==> config.mk <==
export PLATFORM = sky130hd
export DESIGN_NAME = wfi_sleep_controller
export DESIGN_NICKNAME = d
export VERILOG_FILES = /design/src/rtl/wfi_sleep_controller.sv
export SDC_FILE = /design/constraint.sdc
export NUM_CORES = 1
export LEC_CHECK = 0
export ABC_AREA = 1
export CAP_MARGIN = 5
export CELL_PAD_IN_SITES_DETAIL_PLACEMENT = 0
export CELL_PAD_IN_SITES_GLOBAL_PLACEMENT = 2
export CORE_AREA = 2 2 149 114
export CTS_BUF_LIST = sky130_fd_sc_hd__clkbuf_4 sky130_fd_sc_hd__clkbuf_8
export CTS_CLUSTER_DIAMETER = 60
export DETAILED_ROUTE_END_ITERATION = 7
export DIE_AREA = 0 0 151 116
export PLACE_DENSITY_LB_ADDON = 0.2
export SYNTH_ARGS = -nofsm -noshare
export SYNTH_HDL_FRONTEND = slang
export SYNTH_SLANG_ARGS = --single-unit
export TNS_END_PERCENT = 5
==> constraint.sdc <==
create_clock -name clock -period 1.7 [get_ports clock]
set_clock_uncertainty 0.15 [all_clocks]
set_input_delay 0.34 -clock clock [delete_from_list [all_inputs] [get_ports clock]]
set_output_delay 0.34 -clock clock [all_outputs]
set_load 0.02 [all_outputs]
==> src/rtl/wfi_sleep_controller.sv <==
// WFI low-power sequencer: drains fetch/LSU traffic, gates the core clock and
// releases the core on any enabled pending interrupt or debug request.
module wfi_sleep_controller #(
  parameter int IRQW          = 32,
  parameter int DRAIN_TIMEOUT = 64,
  parameter int WAKE_DELAY    = 2
) (
  input  logic            clock,
  input  logic            reset_n,
  input  logic            wfi_req,
  input  logic            debug,
  input  logic            single_step,
  input  logic [IRQW-1:0] reg_mie,
  input  logic [IRQW-1:0] reg_mip,
  input  logic            bus_err_int,
  input  logic            debug_int,
  input  logic            clint_int,
  input  logic            fetch_outstanding,
  input  logic            mem_outstanding,
  output logic            wfi,
  output logic            clk_gate_en,
  output logic            wake,
  output logic            drain_timeout,
  output logic [31:0]     sleep_cycles
);

  typedef enum logic [1:0] {S_RUN, S_DRAIN, S_SLEEP, S_WAKE} state_t;

  localparam logic [15:0] DRAIN_LAST = 16'(DRAIN_TIMEOUT - 1);
  localparam logic [3:0]  WAKE_LOAD  = 4'(WAKE_DELAY - 1);

  state_t      r_state, w_next;
  logic [15:0] r_drain_cnt;
  logic [3:0]  r_wake_cnt;
  logic        r_wake, r_drain_to;
  logic [31:0] r_sleep_cnt;

  logic w_pending, w_blocked;
  logic w_wake_set, w_to_set, w_drain_clr, w_drain_inc;
  logic w_wake_load, w_wake_dec, w_sleep_inc;

  assign w_pending = (|(reg_mie & reg_mip)) | bus_err_int | debug_int | clint_int;
  assign w_blocked = debug | single_step;

  always_comb begin
    w_next      = r_state;
    w_wake_set  = 1'b0;
    w_to_set    = 1'b0;
    w_drain_clr = 1'b0;
    w_drain_inc = 1'b0;
    w_wake_load = 1'b0;
    w_wake_dec  = 1'b0;
    w_sleep_inc = 1'b0;
    case (r_state)
      S_RUN: begin
        if (wfi_req) begin
          // A WFI that cannot sleep retires as a NOP but still signals resume.
          if (w_blocked || w_pending) begin
            w_wake_set = 1'b1;
          end else begin
            w_next      = S_DRAIN;
            w_drain_clr = 1'b1;
          end
        end
      end
      S_DRAIN: begin
        if (w_pending || w_blocked) begin
          w_next     = S_RUN;
          w_wake_set = 1'b1;
        end else if (!fetch_outstanding && !mem_outstanding) begin
          w_next = S_SLEEP;
        end else if (r_drain_cnt == DRAIN_LAST) begin
          w_next     = S_RUN;
          w_wake_set = 1'b1;
          w_to_set   = 1'b1;
        end else begin
          w_drain_inc = 1'b1;
        end
      end
      S_SLEEP: begin
        if (w_pending || debug) begin
          w_next      = S_WAKE;
          w_wake_load = 1'b1;
        end else begin
          w_sleep_inc = 1'b1;
        end
      end
      S_WAKE: begin
        // Committed to waking: a dropped interrupt here does not re-enter SLEEP.
        if (r_wake_cnt == 4'd0) begin
          w_next     = S_RUN;
          w_wake_set = 1'b1;
        end else begin
          w_wake_dec = 1'b1;
        end
      end
      default: w_next = S_RUN;
    endcase
  end

  always_ff @(posedge clock or negedge reset_n) begin
    if (!reset_n) begin
      r_state     <= S_RUN;
      r_drain_cnt <= '0;
      r_wake_cnt  <= '0;
      r_wake      <= 1'b0;
      r_drain_to  <= 1'b0;
      r_sleep_cnt <= '0;
    end else begin
      r_state <= w_next;
      r_wake  <= w_wake_set;
      if (w_to_set)         r_drain_to  <= 1'b1;
      if (w_drain_clr)      r_drain_cnt <= '0;
      else if (w_drain_inc) r_drain_cnt <= r_drain_cnt + 16'd1;
      if (w_wake_load)      r_wake_cnt  <= WAKE_LOAD;
      else if (w_wake_dec)  r_wake_cnt  <= r_wake_cnt - 4'd1;
      if (w_sleep_inc && (r_sleep_cnt != 32'hFFFF_FFFF))
        r_sleep_cnt <= r_sleep_cnt + 32'd1;
    end
  end

  assign wfi           = (r_state == S_SLEEP) || (r_state == S_WAKE);
  assign clk_gate_en   = (r_state == S_SLEEP);
  assign wake          = r_wake;
  assign drain_timeout = r_drain_to;
  assign sleep_cycles  = r_sleep_cnt;

endmodule

# Yosys cells after proc, flatten, opt, wreduce, memory -nomap -nowiden
# Index checks and enable logic that the tools add are counted.
# Widths: inputs -> output; s select.
[classes]
addsub = 3
n_eq_ne = 10
n_mux = 34
bitwise = 5
reduce_logical = 13
[ops]
columns = ["cell", "count"]
rows = [
  ["$add 32x1->32 const B", 1],
  ["$and 32x32->32", 1],
  ["$mux 16", 2],
  ["$ne 32x32->1 const B", 1],
  ["$reduce_or 32->1", 1],
  ["$mux 1", 21],
  ["$add 16x1->16 const B", 1],
  ["$eq 16x6->1 const B", 1],
  ["$mux 2", 7],
  ["$mux 4", 2],
  ["$pmux 2 s4", 1],
  ["$ne 2x2->1 const B", 3],
  ["$reduce_and 5->1", 1],
  ["$eq 2x2->1 const B", 2],
  ["$logic_not 4->1", 1],
  ["$ne 4x4->1 const B", 1],
  ["$or 1x1->1", 4],
  ["$reduce_bool 2->1", 2],
  ["$sub 4x1->4 const B", 1],
  ["$logic_or 1x1->1", 3],
  ["$pmux 1 s3", 1],
  ["$eq 2x1->1 const B", 1],
  ["$logic_and 1x1->1", 2],
  ["$logic_not 1->1", 2],
  ["other kinds (2)", 2],
]
[word_totals]
register_bits = 56
input_bits = 74
wordCells = 71

# Logic depth before layout (Yosys ltp)
# Gate-level depths: netlist (run 1).
[depth]
depth_word = 10
ltp_mapped = 11
depth_no_buf = 11

# Worst setup path after synthesis (run 1)
# OpenSTA, ideal clock, no wires.
[synth_path]
kind = "register to register"
startpoint = "register r_sleep_cnt[1] (netlist: sleep_cycles[1])"
endpoint = "register r_sleep_cnt[2] (netlist: sleep_cycles[2])"
setup_ps = 127
t_arrival_ps = 1741
required_ps = 1423
path_slack_ps = -318
path_stages_with_launch = 10
n_path_buf = 1
synth_period_minus_slack_ps = 2018
path_cell_list = "dfrtp_1 -> ha_1 -> nand3_4 -> nor2_4 -> nand3_2 -> nor2_4 -> nand4_4 -> nand2_4 -> buf_6 -> o21ai_0"
[synth_via]
elab_chain_len = 2
[synth_rtl]
columns = ["element", "line_no", "source"]
rows = [
  ["start, declared", "36", "logic [31:0] r_sleep_cnt;"],
  ["start signal, assigned", "118", "r_sleep_cnt <= r_sleep_cnt + 32'd1;"],
  ["parallel branches: the longest is 2 deep, another holds $add 32x1->32", "--", ""],
]
# Parallel ways; which one is timed is not known.
# A chain may end at the register's enable or synchronous reset.

# Worst setup path after layout (run 1)
[layout_path]
startpoint = "register r_sleep_cnt[1] (netlist: sleep_cycles[1])"
endpoint = "register r_sleep_cnt[0] (netlist: sleep_cycles[0])"
[layout_via]
elab_chain_len = 2
[layout_rtl]
columns = ["element", "line_no", "source"]
rows = [
  ["$ne 32x32->1", "117", "if (w_sleep_inc && (r_sleep_cnt != 32'hFFFF_FFFF))"],
  ["$logic_and 1x1->1", "117", ""],
]
# No other way between the ends.

==> results of run 1 <==
## per-stage QoR
step	utilization, %	setup TNS [ns]	setup slack, ns	instance area, µm²
2_1_floorplan	-	-4.77	-0.143	3810
6_report	40.9	-6.13	-0.217	6510
3_3_place_gp	38.9	-33.26	-0.659	6190
5_1_grt	40.9	-12.00	-0.304	6510
3_5_place_dp	38.9	-35.16	-0.701	6190
4_1_cts	40.4	-7.49	-0.228	6420
## flip-flops by register name, indices dropped and copies added, names as in the netlist, named ones only
register,count
drain_timeout,1
r_drain_cnt,16
r_state,1
r_wake_cnt,4
sleep_cycles,32
wake,1
## placed cells by master, fill, tap and decap left out, types with 9 or more instances in the layout
cell type / synthesis / layout
nand3b_1: 9 / 9
nor3_2: 1 / 11
clkdlybuf4s50_1: 0 / 20
nand2_1: 190 / 183
nor2_2: 2 / 13
o21ai_0: 12 / 12
xnor2_1: 11 / 11
nand4_1: 18 / 18
inv_1: 42 / 41
nor2_1: 51 / 37
nand3_1: 62 / 58
buf_4: 0 / 149
xor2_1: 25 / 24
dlygate4sd2_1: 0 / 68
dfrtp_1: 56 / 52
nor3_1: 24 / 13
## final cells by class
class                           instances  area share (%)
Clock inverter                          3            1.38
Inverter                               42            2.42
Multi-Input combinational cell        430            35.8
Tap cell                              210            4.04
Sequential cell                        56            21.6
Clock buffer                            5            1.06
Timing Repair Buffer                  262            33.7
## report_power, final
part           switching, W  internal [W]
logic              0.000196      0.000209
clock network      0.000506      0.000737
registers         0.0000181       0.00136
## per-layer routing
layer / vias to the layer above / track usage [%] / share of wire (%)
li1: 2271 / - / -
met1: 2074 / 24.9 / 52
met5: - / 0 / 0
met4: 0 / 2.06 / 0.38
met2: 89 / 24.9 / 42
met3: 5 / 2.24 / 5.7
## worst paths after layout
path / start / slack [ns] / to / cells after the start
max in group asynchronous: reset_n / 0.71 / sleep_cycles[2]$_DFFE_PN0P_ / 3
min in group asynchronous: reset_n / 0.39 / r_drain_cnt[12]$_DFFE_PN0P_ / 3
min reg2reg: drain_timeout$_DFFE_PN0P_ / 0.33 / drain_timeout$_DFFE_PN0P_ / 1
min: drain_timeout$_DFFE_PN0P_ / 0.33 / drain_timeout$_DFFE_PN0P_ / 1
max reg2reg: sleep_cycles[1]$_DFFE_PN0P_ / -0.22 / sleep_cycles[0]$_DFFE_PN0P_ / 9
max: sleep_cycles[1]$_DFFE_PN0P_ / -0.22 / sleep_cycles[0]$_DFFE_PN0P_ / 9
## kinds of logic (layout without fill, tap and decap cells)
logic type	after synthesis	count (layout)	share of synthesized area [%]
flip-flops	56	56	37.0
adder cells (fa/ha/maj)	3	3	0.991
AO/OA/AOI/OAI	21	21	2.97
XOR/XNOR	36	36	8.32
buffers and inverters	58	312	6.64
AND/OR/NAND/NOR	370	370	44.1
## worst reg2reg max path, delay by kind of cell (launching register included)
| family | cells | cell delay, ns |
|---|---|---|
| XOR/XNOR | 1 | 0.14 |
| adder cells (fa/ha/maj) | 1 | 0.16 |
| buffers and inverters | 1 | 0.17 |
| flip-flops | 1 | 0.41 |
| AND/OR/NAND/NOR | 6 | 0.80 |
## what timing repair did
item,CTS,global route
gates cloned,1,0
pin swaps,19,9
hold buffers,1,0
endpoints found under the setup margin,89,73
hold endpoints to repair,56,0
gates resized for setup,131,38
buffers inserted,7,4
==> results_dict.tcl, run 1 <==
set metrics [dict create \
    regArea_um2 1410 \
    crit_path_frequent_cell "nor2_4" \
    cp_max_fo 21 \
    hold_viol 0 \
    yosys-top-cells-area "dfrtp_1, nand2_1, nand3_1, xor2_1, nor2_1" \
    ys_seq_area_share_pct 37.0 \
    yosysMostFrequentCell "nand2_1" \
    gr-total-overflow 0 \
    syn-num-nets 621 \
    syn_to_final_growth_pct 71.8 \
    worst_setup_path_end_kind "flop" \
    slew_headroom_pct 78.0 \
    hold_ws_ns 0.328 \
    clk-insertion-delay-late_ns 0.33 \
    synthTopCellsByCount "nand2_1, nand3_1, dfrtp_1, nor2_1, inv_1" \
    path_buf_inv 1 \
    final_antenna_net_count 0 \
    outcome "finished, violations left" \
    clk_pin_slew_ns 0.10 \
    async_flop_share_pct 100 \
    synth_top_cell_by_area "dfrtp_1" \
    core-area_um2 15900 \
    fin_nets 874 \
    grt_usage_pct 16.3 \
    htree_levels 2 \
    min_path_type "flop to flop" \
    fp-row-count 40 \
    cts_root_buf "clkbuf_8" \
    synth_warnings 0 \
    cts_tree "done" \
    yosysUniqueCellTypes 29 \
    die-width_um 151 \
    cts_sinks 56 \
    setup_slack_ns -0.217 \
    cts_made_buffers 5 \
    cp_slowest_cell "dfrtp_2" \
    worstMarginPinSlew_ns 0.330 \
    ys_ff_latch 56 \
    layout-drive-gt1-share_pct 29.3 \
    start_util_pct 23.8 \
    max_freq_ghz 0.522 \
    multi_input_area_um2 2330 \
    n_fill_cell 1717 \
    die_area_um2 17500 \
    via_per_inst 4.40 \
    wl_mm 14.1 \
    vdd_drop_max_uv 462 \
    period_share_pct 113 \
    io_pins 110 \
    synthesis.area_um2 3790 \
    gp_congestion 0.853 \
    placedCellCount 989 \
    insertedDiodeCount 0 \
    power.density_nw_per_um2 464 \
    setup_viol 50 \
    synth_ff_type "dfrtp_1" \
    criticalPathCategory "flop to flop" \
    wl_per_cell_um 14.0 \
    finalMaxSlewViolations 0 \
    synth_area_per_cell_um2 6.96 \
    startpoint_type "flop" \
    drt_iter0_drc 222 \
    critPathRequiredTime_ns 1.79 \
    drc 0 \
    synth_edf_count 0 \
    leakagePower_nw 3.24 \
    grt_first_pass_wirelength_mm 22.2 \
    crit_chain "ha_4, nand3_4, nor2_4, nand3_2, nor2_4, nand4_4, nand2_4, buf_12, xor2_1" \
    num_vias 4439 \
    violations "negative setup slack" \
    cp_data_arrival_time_ns 2.01 \
    die-height_um 116 \
    grt_pass1_vias 4284 \
    maxCapViolations 0 \
    rsz0062_at_grt "true" \
    drt-pass1-iter-count 4 \
    fin_crit_ns 1.92 \
    portBuffers 109 \
    critPathTopFamily "simple AND/OR/NAND/NOR gates" \
    yosysTopAreaCellShare_pct 37.0 \
    antenna_found_initial 0 \
    p_total_w 0.00302 \
    dp_hpwl_mm 11.1 \
    fin_cells 1008 \
    cts_buffer_depth 2 \
    grt_max_degree 57 \
    synth_cells 544 \
    critical_path.max_stage_delay_ns 0.41 \
]
No activity file was read; power rests on OpenSTA's default activity.
==> inputs of run 2 (changes only) <==
--- a/config.mk
+++ b/config.mk
@@ -14,6 +14,7 @@
 export CTS_CLUSTER_DIAMETER = 60
 export DETAILED_ROUTE_END_ITERATION = 7
 export DIE_AREA = 0 0 151 116
+export GPL_ROUTABILITY_DRIVEN = 0
 export PLACE_DENSITY_LB_ADDON = 0.2
 export SYNTH_ARGS = -nofsm -noshare
 export SYNTH_HDL_FRONTEND = slang
==> results of run 2 <==
The final DEF is identical to that of run 1; final timing and power are the same.
